File: src/rtl/uart_frame_ctrl.sv
// uart_frame_ctrl
//   Frame controller behind the UART receiver. It hunts for SYNC_BYTE and then
//   collects address, length, payload and checksum. When the checksum matches,
//   it replays the payload as a burst of handshaked register writes.
//
//   Frame on the wire: SYNC, ADDR, LEN, DATA[0..LEN-1], CHK
//   where CHK = (ADDR + LEN + sum(DATA)) mod 256.
//
// Ports
//   clk, rst           system clock; synchronous active-high reset
//   rx_valid, rx_data  one-cycle byte strobe and byte from the receiver
//   rx_error           one-cycle framing-error strobe from the receiver
//   wr_valid, wr_addr, wr_data, wr_ready
//                      register-bus write channel
//   frame_ok           one-cycle pulse when every write of a frame is accepted
//   frame_err          one-cycle pulse when a frame is discarded
//   err_code           last error cause: 0 checksum, 1 length, 2 timeout,
//                      3 line error; holds until the next error
//   busy               high in every state except HUNT
//   dbg_state          current FSM state, for observation only
//
// Write handshake: a write transfers on every rising edge where wr_valid and
// wr_ready are both high. Once wr_valid rises, it stays high and wr_addr and
// wr_data stay constant until that transfer happens. Only rst can drop a write
// that has been offered.
module uart_frame_ctrl #(
    parameter logic [7:0] SYNC_BYTE      = 8'hA5,
    parameter int         MAX_LEN        = 16,
    parameter int         TIMEOUT_CYCLES = 1000000
) (
    input  logic       clk,
    input  logic       rst,
    input  logic       rx_valid,
    input  logic [7:0] rx_data,
    input  logic       rx_error,
    output logic       wr_valid,
    output logic [7:0] wr_addr,
    output logic [7:0] wr_data,
    input  logic       wr_ready,
    output logic       frame_ok,
    output logic       frame_err,
    output logic [1:0] err_code,
    output logic       busy,
    output logic [2:0] dbg_state
);

    typedef enum logic [2:0] {
        ST_HUNT   = 3'd0,
        ST_ADDR   = 3'd1,
        ST_LEN    = 3'd2,
        ST_DATA   = 3'd3,
        ST_CHK    = 3'd4,
        ST_COMMIT = 3'd5
    } state_t;

    localparam logic [7:0]  MAX_LEN_B = 8'(MAX_LEN);
    localparam logic [19:0] TO_LIM    = 20'(TIMEOUT_CYCLES);

    state_t      state;
    logic [7:0]  base;
    logic [4:0]  len;
    logic [7:0]  sum;
    logic [3:0]  idx;
    logic [19:0] tcnt;
    logic [7:0]  buf_mem [0:15];

    logic collecting;
    logic timed_out;
    logic last_idx;
    logic buf_we;

    assign collecting = (state == ST_ADDR) || (state == ST_LEN) ||
                        (state == ST_DATA) || (state == ST_CHK);
    // Timeout outranks rx_error and rx_valid in the same cycle.
    assign timed_out  = collecting && (tcnt == TO_LIM);
    assign last_idx   = ({1'b0, idx} == (len - 5'd1));
    assign buf_we     = (state == ST_DATA) && rx_valid && !rx_error && !timed_out;
    assign dbg_state  = state;

    // Payload buffer is not reset; its contents are only read after being written.
    always_ff @(posedge clk) begin
        if (buf_we) begin
            buf_mem[idx] <= rx_data;
        end
    end

    always_ff @(posedge clk) begin
        if (rst) begin
            state     <= ST_HUNT;
            wr_valid  <= 1'b0;
            wr_addr   <= 8'h00;
            wr_data   <= 8'h00;
            frame_ok  <= 1'b0;
            frame_err <= 1'b0;
            err_code  <= 2'd0;
            busy      <= 1'b0;
            base      <= 8'h00;
            len       <= 5'd0;
            sum       <= 8'h00;
            idx       <= 4'd0;
            tcnt      <= 20'd0;
        end else begin
            frame_ok  <= 1'b0;
            frame_err <= 1'b0;

            // The inter-byte timer clears on any received byte outside COMMIT.
            // It counts only while collecting a frame.
            if (rx_valid && state != ST_COMMIT) begin
                tcnt <= 20'd0;
            end else if (collecting) begin
                tcnt <= tcnt + 20'd1;
            end

            case (state)
                ST_HUNT: begin
                    if (rx_valid && rx_data == SYNC_BYTE) begin
                        state <= ST_ADDR;
                        busy  <= 1'b1;
                    end
                end

                ST_COMMIT: begin
                    // wr_valid is always high in this state.
                    if (wr_ready) begin
                        if (last_idx) begin
                            wr_valid <= 1'b0;
                            frame_ok <= 1'b1;
                            busy     <= 1'b0;
                            state    <= ST_HUNT;
                        end else begin
                            idx     <= idx + 4'd1;
                            wr_addr <= base + {4'b0000, idx} + 8'd1;
                            wr_data <= buf_mem[idx + 4'd1];
                        end
                    end
                end

                default: begin
                    if (timed_out) begin
                        state     <= ST_HUNT;
                        busy      <= 1'b0;
                        frame_err <= 1'b1;
                        err_code  <= 2'd2;
                    end else if (rx_error) begin
                        state     <= ST_HUNT;
                        busy      <= 1'b0;
                        frame_err <= 1'b1;
                        err_code  <= 2'd3;
                    end else if (rx_valid) begin
                        case (state)
                            ST_ADDR: begin
                                base  <= rx_data;
                                sum   <= rx_data;
                                state <= ST_LEN;
                            end
                            ST_LEN: begin
                                if (rx_data == 8'h00 || rx_data > MAX_LEN_B) begin
                                    state     <= ST_HUNT;
                                    busy      <= 1'b0;
                                    frame_err <= 1'b1;
                                    err_code  <= 2'd1;
                                end else begin
                                    len   <= rx_data[4:0];
                                    sum   <= sum + rx_data;
                                    idx   <= 4'd0;
                                    state <= ST_DATA;
                                end
                            end
                            ST_DATA: begin
                                sum <= sum + rx_data;
                                idx <= idx + 4'd1;
                                if (last_idx) begin
                                    state <= ST_CHK;
                                end
                            end
                            ST_CHK: begin
                                if (rx_data == sum) begin
                                    state    <= ST_COMMIT;
                                    idx      <= 4'd0;
                                    wr_valid <= 1'b1;
                                    wr_addr  <= base;
                                    wr_data  <= buf_mem[0];
                                end else begin
                                    state     <= ST_HUNT;
                                    busy      <= 1'b0;
                                    frame_err <= 1'b1;
                                    err_code  <= 2'd0;
                                end
                            end
                            default: begin
                            end
                        endcase
                    end
                end
            endcase
        end
    end

endmodule
File: config.mk
export PLATFORM = sky130hd
export DESIGN_NAME = uart_frame_ctrl
export DESIGN_NICKNAME = d
export VERILOG_FILES = /design/src/rtl/uart_frame_ctrl.sv
export SDC_FILE = /design/constraint.sdc
export NUM_CORES = 1
export LEC_CHECK = 0
export ABC_AREA = 1
export CAP_MARGIN = 25
export CORE_MARGIN = 2
export CORE_UTILIZATION = 50
export CTS_CLUSTER_DIAMETER = 120
export CTS_CLUSTER_SIZE = 16
export DETAILED_ROUTE_END_ITERATION = 10
export PLACE_DENSITY = 0.71
export SYNTH_ARGS = -nofsm -noshare
export SYNTH_HDL_FRONTEND = slang
export SYNTH_SLANG_ARGS = --single-unit
File: constraint.sdc
create_clock -name clk -period 3.78 [get_ports clk]
set_input_delay 0.378 -clock clk [delete_from_list [all_inputs] [get_ports clk]]
set_output_delay 0.378 -clock clk [all_outputs]
set_load 0.01 [all_outputs]
Word-level counts from Yosys, hierarchy flattened --
Memory sizes are Yosys's and may differ from the RTL's. Index checks and enable logic that the tools add are counted.
Storage, ports and cells: register bits after elaboration 70, RAM bits 128, input bits 13, output and inout bits 25, word-level logic and storage cells 158, memories 1
Cells by class: $add $sub $neg 6, order comparisons 1, equality and inequality tests 24, multiplexer cells 69, bitwise gates (word level) 7, reduce and logical (&&, ||, !) cells 37
Memory list:
- buf_mem | words 16, bits a word 8, read ports 2, clocked after Yosys merged registers in 0, write ports 1, RTL line 65 | logic [7:0] buf_mem [0:15];
Operators with widths (number):
- two-way mux 8 bit | 15
- case mux 8 bit (2 select lines) | 2
- two-way mux 4 bit | 7
- two-way mux 3 bit | 8
- case mux 8 bit (3 select lines) | 1
- two-way mux 1 bit | 21
- adder 20 x 1 -> 20 bit, second input constant | 1
- == test 20 bit, second input constant | 1
- AND reduction 6 bit | 3
- AND reduction 8 bit | 2
- two-way mux 2 bit | 6
- case mux 3 bit (4 select lines) | 1
- case mux 4 bit (3 select lines) | 1
- inequality test 2 bit, second input constant | 5
- AND reduction 5 bit | 2
- AND reduction 9 bit | 1
- adder 8 x 1 -> 8 bit, second input constant | 1
- adder 8 x 4 -> 8 bit | 1
- adder 8 bit | 1
- == test 8 bit | 1
- == test 8 bit, second input constant | 1
- > comparator 8 x 5 -> 1 bit, second input constant | 1
- zero test 8 bit | 1
- case mux 1 bit (2 select lines) | 4
- other kinds (32) | 56

Logic depth before layout (Yosys ltp) --
Gate-level depths: netlist of the first run.
depth after elaboration 9, depth in mapped cells 14, depth with buffers taken out 14

Worst setup path after synthesis of the first run --
No wires, ideal clock.
kind reg2reg, start point reg idx[0], end point reg wr_data[5], setup time 0.142 ns, data arrival time 2.154 ns, slack 1.484 ns, cell stages (with the launch flop) 14, path buffers 4, path through dfxtp_1 inv_2 buf_4 clkbuf_1 ha_1 buf_2 buf_1 nor2_1 o21ai_0 o211ai_1 nand3_1 nand3_1 nand3_2 a21oi_2
On the way: cells in the longest elaborated chain, start to end 5, elaborated cells on any way between the ends 8, classes of those cells add/sub: 1; eq/ne: 2; mux: 3; reduce/logical: 1; memory: 1
Ends and longest elaborated chain:
- start: declaration | RTL line 63 | logic [3:0] idx;
- start signal: assignment | RTL line 131 | idx <= idx + 4'd1;
- start signal: assignment | RTL line 171 | idx <= idx + 4'd1;
- adder 4 x 1 -> 4 bit | RTL line 133 | wr_data <= buf_mem[idx + 4'd1];
- memory (16 x 8 bit)
- two-way mux 8 bit | RTL line 125 | if (last_idx) begin
- two-way mux 8 bit | RTL line 124 | if (wr_ready) begin
- case mux 8 bit (2 select lines) | RTL line 114 | case (state)
- end signal: assignment | RTL line 133
- end signal: assignment | RTL line 182 | wr_data <= buf_mem[0];
- end: declaration | RTL line 38 | output logic [7:0] wr_data,
Several ways; a longest one is shown, not always the timed one. The select of a mux whose other input is x is not followed. A chain may end at the register's enable or synchronous reset.

Worst setup path after layout of the first run --
start point reg state[2] (netlist: dbg_state[2]), end point mem buf_mem[0][7] (enable)
On the way: cells in the longest elaborated chain, start to end 9, elaborated cells on any way between the ends 14, classes of those cells eq/ne: 4; mux: 2; reduce/logical: 8
Ends and longest elaborated chain:
- start: declaration | RTL line 59 | state_t state;
- start signal: assignment | RTL line 89 | state <= ST_HUNT;
- start signal: assignment | RTL line 117 | state <= ST_ADDR;
- start signal: assignment | RTL line 129 | state <= ST_HUNT;
- == test 3 x 1 -> 1 bit or == test 3 x 2 -> 1 bit (tied branches) | RTL line 72 | assign collecting = (state == ST_ADDR) || (state == ST_LEN) ||
- logical OR 1 bit (2 in a row) | RTL line 72
- logical OR 1 bit | RTL line 73 | (state == ST_DATA) || (state == ST_CHK);
- logical AND 1 bit | RTL line 75 | assign timed_out = collecting && (tcnt == TO_LIM);
- zero test 1 bit | RTL line 77 | assign buf_we = (state == ST_DATA) && rx_valid && !rx_error && !timed_out;
- logical AND 1 bit * | RTL line 77
- two-way mux 1 bit * | RTL line 82 | if (buf_we) begin
- two-way mux 1 bit (implied by the code) * | RTL line 83 | buf_mem[idx] <= rx_data;
- end: declaration | RTL line 65
Every way passes the cells marked *; elsewhere a longest branch is shown, timed or not.

==> reports/results.ini, run 1 <==
[route]
ant_nets=0
vias=7474
wl_per_cell_um=17.32
wl_um=23320
first_pass_iters=4
drc=0
vias_per_cell=5.553
first_iter_violations=620

[worst_setup_path]
r2r-start=dbg_state[2]$_SDFFE_PP0P_
cp-start-kind=register
arrival_ns=3.31
r2r_cells=7
setup.worst_path.class=reg2reg
r2r-end=buf_mem[0][7]$_DFFE_PP_
rrSetupSlack_ns=0.53
critPathLaunch=dbg_state[2]$_SDFFE_PP0P_
crit_fanout=13
cp_data_required_time_ns=3.83
cp-end-kind=register

[grt]
grt_start_max_net_pins=67
grtUsageMet3_pct=5.182
grt_pass1_vias=7187
use_met2_pct=38.16
grt_usage_pct=24.10
use_met1_pct=32.89
antenna_found_initial=0
grt.busiest_layer=met2
grt_overflow_total=0
grt_pass1_wl_um=37570

[yosys]
synth_area_leader_cell=edfxtp_1
synth_cell_type_count=48
async_flop_share_pct=0
ys_seq_area_share_pct=54.75
synth.cell_area_um2=9580
synth_warnings=0
synth-edff-count=128
synth_area_leaders=edfxtp_1, dfxtp_1, nor2_1
synth-main-ff-cell=edfxtp_1
ys_ff_latch=198
avgSynthCellArea_um2=8.996
syn_nets=1098
synth_top_area_share_pct=40.12
postSynthCellCount=1065

[timing]
maxSlewHeadroom_pct=33.25
finClkSkew_ns=0.01532
fmax_ghz=0.3076
setup_violations=0
rsz0062_at_grt=false
fin_tns_setup_ns=0
slew_violations=0
post-route-period-util_pct=86.01
period_minus_slack_ns=3.251
worst_pin_slew_ns=0.9964
hold_viol=0

[clocking]
post-cts-setup-buffers=0
path_clk_slew_ns=0.07
cts_hold_buf=0
cts_tree=done
post_cts_resized=0
cts_root_buffer=clkbuf_16
clock_sink_count=198
numCtsBuffers=17
insertion_delay_ns=0.44
clk_path_buf_depth=2
h-tree-depth=4

[cells_and_area]
areaGrowthSynthToFinish_pct=11.86
nets=1132
fillers=1663
finalNonFillerCells=1346
antenna_cells=0
drive_gt1_share_pct=10.16

[power_and_ir_drop]
p_per_area_nw_per_um2=485.0
p_leak_nw=3.853
total_power_w=0.005197
ir_worst_vdd_v=0.0003018

[job]
max_cap_violations=0

[floorplan]
start_util_pct=51.05
core_area_um2=18770
dieArea_um2=20280
pin_count=38
die_w_um=142.4
die_h_um=142.4
row_count=50

[min_path]
hp-class=reg2reg
min_from=wr_data[0]$_SDFFE_PP0P_
hold-path-cell-count=2
hold_path_end=wr_data[0]$_SDFFE_PP0P_

[outcome]
status=completed

[place]
dpl.cell_count=1314
hpwl_um=15850
place_congestion=0.9326
io_buffers=37

==> registers in the layout, summed over array words and instances (netlist names) <==
signal and count:
busy 1, tcnt 20, wr_valid 1, frame_ok 1, frame_err 1, idx 4
sum 8, dbg_state 3, wr_addr 8, len 5, wr_data 8, err_code 2
base 8, buf_mem 128
==> Yosys cell counts, types with 2 or more instances <==
cell type,n
nor2_8,2
edfxtp_1,128
fa_1,2
nand3_2,11
inv_2,7
nand3_1,82
o211ai_1,24
buf_6,2
nor2_4,5
nor3b_1,2
or2_2,13
o21ai_0,99
ha_1,18
buf_1,2
nand2_1,171
a21oi_1,57
buf_2,10
xor2_1,10
nor2_1,196
buf_4,2
nand4_1,6
dfxtp_1,70
o21ai_1,4
nand3_4,2
inv_1,72
clkbuf_1,21
nand2_2,6
nor3_1,12
a21oi_2,10
==> metrics by stage <==
| stage | worst slack, ns | util (%) | hold slack [ns] | instance area [um2] |
|---|---|---|---|---|
| floorplan | 1.484 | - | 0.4436 | 9580 |
| global placement | 0.7450 | 54.22 | 0.4551 | 10180 |
| detailed placement | 0.6199 | 54.22 | 0.4603 | 10180 |
| CTS | 0.6145 | 57.10 | 0.4711 | 10720 |
| global route | 0.3878 | 57.10 | 0.4923 | 10720 |
| finish | 0.5289 | 57.10 | 0.4652 | 10720 |
==> power breakdown <==
| part | internal [W] | switching, W |
|---|---|---|
| combinational | 0.000355 | 0.000721 |
| clock | 0.000856 | 0.000845 |
| sequential | 0.00236 | 0.0000623 |
| total | 0.00357 | 0.00163 |
==> cells in the final DEF, fill, tap and decap left out, drive strengths merged, types with 10 or more instances in the layout <==
cell	netlist	routed
nand2	178	178
o21ai	104	104
or2	14	14
nor2	204	204
edfxtp	128	128
o211ai	24	24
inv	79	87
clkdlybuf4s50	0	37
nand3	95	95
dfxtp	70	70
ha	18	18
clkbuf	21	17
buf	17	16
nor3	13	13
xor2	10	10
a21oi	67	67
==> routing by layer <==
metal  wire length (um)  share of wire, %
met1              10460                45
met3               1256               5.4
met4                618               2.7
met2              10980                47
met5                  0                 0
==> logic make-up (layout without fill, tap and decap cells) <==
logic type | count (synthesis) | count (layout) | share of synthesized area (%)
simple gates | 517 | 517 | 24.58
compound gates | 200 | 200 | 11.62
flops | 198 | 198 | 54.75
buf+inv | 118 | 165 | 5.106
fa+ha+maj | 20 | 20 | 2.769
xor+xnor | 12 | 12 | 1.175
==> worst max-delay path by stage <==
stage,slack [ns],end,depth (start not counted)
after floorplan,1.48,wr_data[5]$_SDFFE_PP0P_,13
after global placement,0.74,buf_mem[3][0]$_DFFE_PP_,7
after detailed placement,0.62,buf_mem[7][4]$_DFFE_PP_,7
after CTS,0.61,buf_mem[7][1]$_DFFE_PP_,7
after global routing,0.39,buf_mem[7][1]$_DFFE_PP_,7
final,0.53,buf_mem[0][7]$_DFFE_PP_,7
==> area by class of cell <==
cell class	instances	area, um2	share of cell area, %
clock inverter	15	115.1	1.074
sequential	198	5246	48.96
tap	234	292.8	2.732
timing repair buffer	53	490.5	4.577
inverter	80	300.3	2.802
multi-input combinational	749	3846	35.89
clock buffer	17	425.4	3.970
==> worst max-delay path, stage by stage (launching register included) <==
cell,delay [ns]
dfxtp_1,0.40
inv_2,0.10
nand2_1,0.31
nor2_1,0.31
inv_1,0.17
nor3_1,0.56
nand2_1,0.23
nor2_1,0.78
(Power assumes the default switching activity.)
==> run 2: changes to the inputs <==
--- a/config.mk
+++ b/config.mk
@@ -8,11 +8,11 @@
 export ABC_AREA = 1
 export CAP_MARGIN = 25
 export CORE_MARGIN = 2
-export CORE_UTILIZATION = 50
+export CORE_UTILIZATION = 55
 export CTS_CLUSTER_DIAMETER = 120
 export CTS_CLUSTER_SIZE = 16
 export DETAILED_ROUTE_END_ITERATION = 10
-export PLACE_DENSITY = 0.71
+export PLACE_DENSITY = 0.76
 export SYNTH_ARGS = -nofsm -noshare
 export SYNTH_HDL_FRONTEND = slang
 export SYNTH_SLANG_ARGS = --single-unit
==> run 2 against run 1 <==
Wire length is 3.3% lower; non-clock buffer count stayed put; critical path type unchanged; power is 5.8% higher; first-iteration DRC count is 19% higher.
==> reports/results.ini, run 2 (synthesized netlist as in run 1, its figures left out) <==
[timing]
rsz0062_at_grt=false  ; unchanged
post-route-period-util_pct=80.58  ; was 86.01%
period_minus_slack_ns=3.046  ; was 3.251 ns
finClkSkew_ns=0.009524  ; was 0.01532 ns
hold_viol=0  ; unchanged
fmax_ghz=0.3283  ; was 0.3076 GHz
fin_tns_setup_ns=0  ; unchanged
setup_violations=0  ; unchanged
maxSlewHeadroom_pct=41.13  ; was 33.25%
hold_slack_ns=0.4735  ; was 0.4652 ns
slew_violations=0  ; unchanged
worst_pin_slew_ns=0.8821  ; was 0.9964 ns

[route]
wl_um=22550  ; was 23320 um
ant_nets=0  ; unchanged
first_pass_iters=5  ; was 4
wl_per_cell_um=16.86  ; was 17.32 um
vias_per_cell=5.647  ; was 5.553
drc=0  ; unchanged
first_iter_violations=738  ; was 620
vias=7550  ; was 7474

[floorplan]
pin_count=38  ; unchanged
die_h_um=136.0  ; was 142.4 um
row_count=48  ; was 50
start_util_pct=55.78  ; was 51.05%
die_w_um=136.0  ; was 142.4 um
dieArea_um2=18490  ; was 20280 um2
core_area_um2=17180  ; was 18770 um2

[place]
place_congestion=0.8878  ; was 0.9326
io_buffers=37  ; unchanged
hpwl_um=14780  ; was 15850 um

[clocking]
clk_path_buf_depth=2  ; unchanged
insertion_delay_ns=0.44  ; about the same
cts_hold_buf=0  ; unchanged
post-cts-setup-buffers=0  ; unchanged
h-tree-depth=4  ; unchanged
post_cts_resized=0  ; unchanged
numCtsBuffers=17  ; unchanged
cts_root_buffer=clkbuf_16  ; unchanged
cts_tree=done  ; unchanged
path_clk_slew_ns=0.07  ; about the same
clock_sink_count=198  ; unchanged

[worst_setup_path]
crit_end=buf_mem[0][4]$_DFFE_PP_  ; was buf_mem[0][7]$_DFFE_PP_
arrival_ns=3.11  ; was 3.31 ns
cp_data_required_time_ns=3.85  ; was 3.83 ns
critical_path.slowest_cell=nor2_1  ; unchanged
cp-end-kind=register  ; unchanged
cp-start-kind=register  ; unchanged
rrSetupSlack_ns=0.73  ; was 0.53 ns
crit_fanout=13  ; unchanged
r2r-end=buf_mem[0][4]$_DFFE_PP_  ; was buf_mem[0][7]$_DFFE_PP_
r2r_cells=7  ; unchanged
r2r-start=dbg_state[2]$_SDFFE_PP0P_  ; unchanged
setup.worst_path.class=reg2reg  ; unchanged
critPathLaunch=dbg_state[2]$_SDFFE_PP0P_  ; unchanged
crit_path_max_incr_delay_ns=0.65  ; was 0.78 ns
path_cells=inv_2, nand2_1, nor2_1, inv_1, nor3_1, nand2_1, nor2_1  ; unchanged

[power_and_ir_drop]
seqPwrFrac_pct=44.0  ; was 46.6%
p_clk_share_pct=36.6  ; was 32.7%
ir_worst_vdd_v=0.0003825  ; was 0.0003018 V
p_sw_share_pct=29.08  ; was 31.32%
power_switching_w=0.001599  ; was 0.001628 W
p_comb_share_pct=19.4  ; was 20.7%
p_per_area_nw_per_um2=508.6  ; was 485.0 nW/um2
power.internal_w=0.003902  ; was 0.003569 W
p_leak_nw=3.911  ; was 3.853 nW

[grt]
grt_overflow_total=0  ; unchanged
grt_pass1_vias=7010  ; was 7187
grt_pass1_wl_um=35800  ; was 37570 um
grt_start_max_net_pins=71  ; was 67
antenna_found_initial=0  ; unchanged
grt_usage_pct=25.34  ; was 24.10%

[cells_and_area]
top_regs=buf_mem x128, tcnt x20  ; unchanged
final_common_cell=nor2_1  ; unchanged
final_util_pct=62.97  ; was 57.10%
largest-register=buf_mem  ; unchanged
largest_register_ffs=128  ; unchanged
final_cell_mix=nor2_1, nand2_1, edfxtp_1, o21ai_0, nand3_1  ; unchanged
nets=1132  ; unchanged
areaGrowthSynthToFinish_pct=12.89  ; was 11.86%
drive_gt1_share_pct=9.982  ; was 10.16%
antenna_cells=0  ; unchanged

[job]
max_cap_violations=0  ; unchanged

[outcome]
status=completed  ; unchanged

[min_path]
hp-class=reg2reg  ; unchanged

run 2: per-stage QoR:
stage | setup slack [ns] | cell area (um2) | total power (W) | instances
floorplan | 1.484 | 9580 | 0.003231 | 1065
global placement | 0.8521 | 10160 | 0.003501 | 1305
detailed placement | 0.7933 | 10160 | 0.003519 | 1305
CTS | 0.7472 | 10820 | 0.005506 | 1337
global route | 0.5899 | 10820 | 0.005727 | 1337
finish | 0.7342 | 10820 | 0.005501 | 1337
run 2: worst min path at each step:
stage	from	end	depth (start not counted)
after detailed placement	err_code[0]$_SDFFE_PP0P_	err_code[0]$_SDFFE_PP0P_	2
after CTS	err_code[0]$_SDFFE_PP0P_	err_code[0]$_SDFFE_PP0P_	2
after floorplan	len[4]$_SDFFE_PP0P_	len[4]$_SDFFE_PP0P_	2
after global routing	wr_data[0]$_SDFFE_PP0P_	wr_data[0]$_SDFFE_PP0P_	2
final	err_code[1]$_SDFFE_PP0P_	err_code[1]$_SDFFE_PP0P_	2
after global placement	wr_data[7]$_SDFFE_PP0P_	wr_data[7]$_SDFFE_PP0P_	2
run 2: power by group through the flow:
stage               Combinational (W)  Clock, W  Sequential [W]
global route                  0.00120   0.00210         0.00243
detailed placement            0.00105         0         0.00247
CTS                           0.00106   0.00202         0.00242
floorplan                    0.000760         0         0.00247
global placement              0.00104         0         0.00247
finish                        0.00107   0.00201         0.00242
run 2: final cells by class:
cell class                 instances  area, um2
fill                            1400       6361
sequential                       198       5246
multi-input combinational        749       3846
timing repair buffer              53      490.5
clock buffer                      19      432.9
inverter                          80      300.3
tap                              225      281.5
clock inverter                    13      217.7
run 2: worst max-delay path: cells and delay by family, from the launching register on:
family,cells,cell delay [ns]
AND/OR/NAND/NOR,5,2.01
flip-flops,1,0.39
buffers and inverters,2,0.27
run 2: per-layer routing:
| layer | GRT usage [%] | vias to the layer above | wire (um) |
|---|---|---|---|
| li1 | - | 3678 | - |
| met1 | 33.31 | 3521 | 9593 |
| met2 | 42.40 | 309 | 10980 |
| met3 | 4.288 | 42 | 1413 |
| met4 | 9.317 | 0 | 553 |
| met5 | 0 | - | 0 |
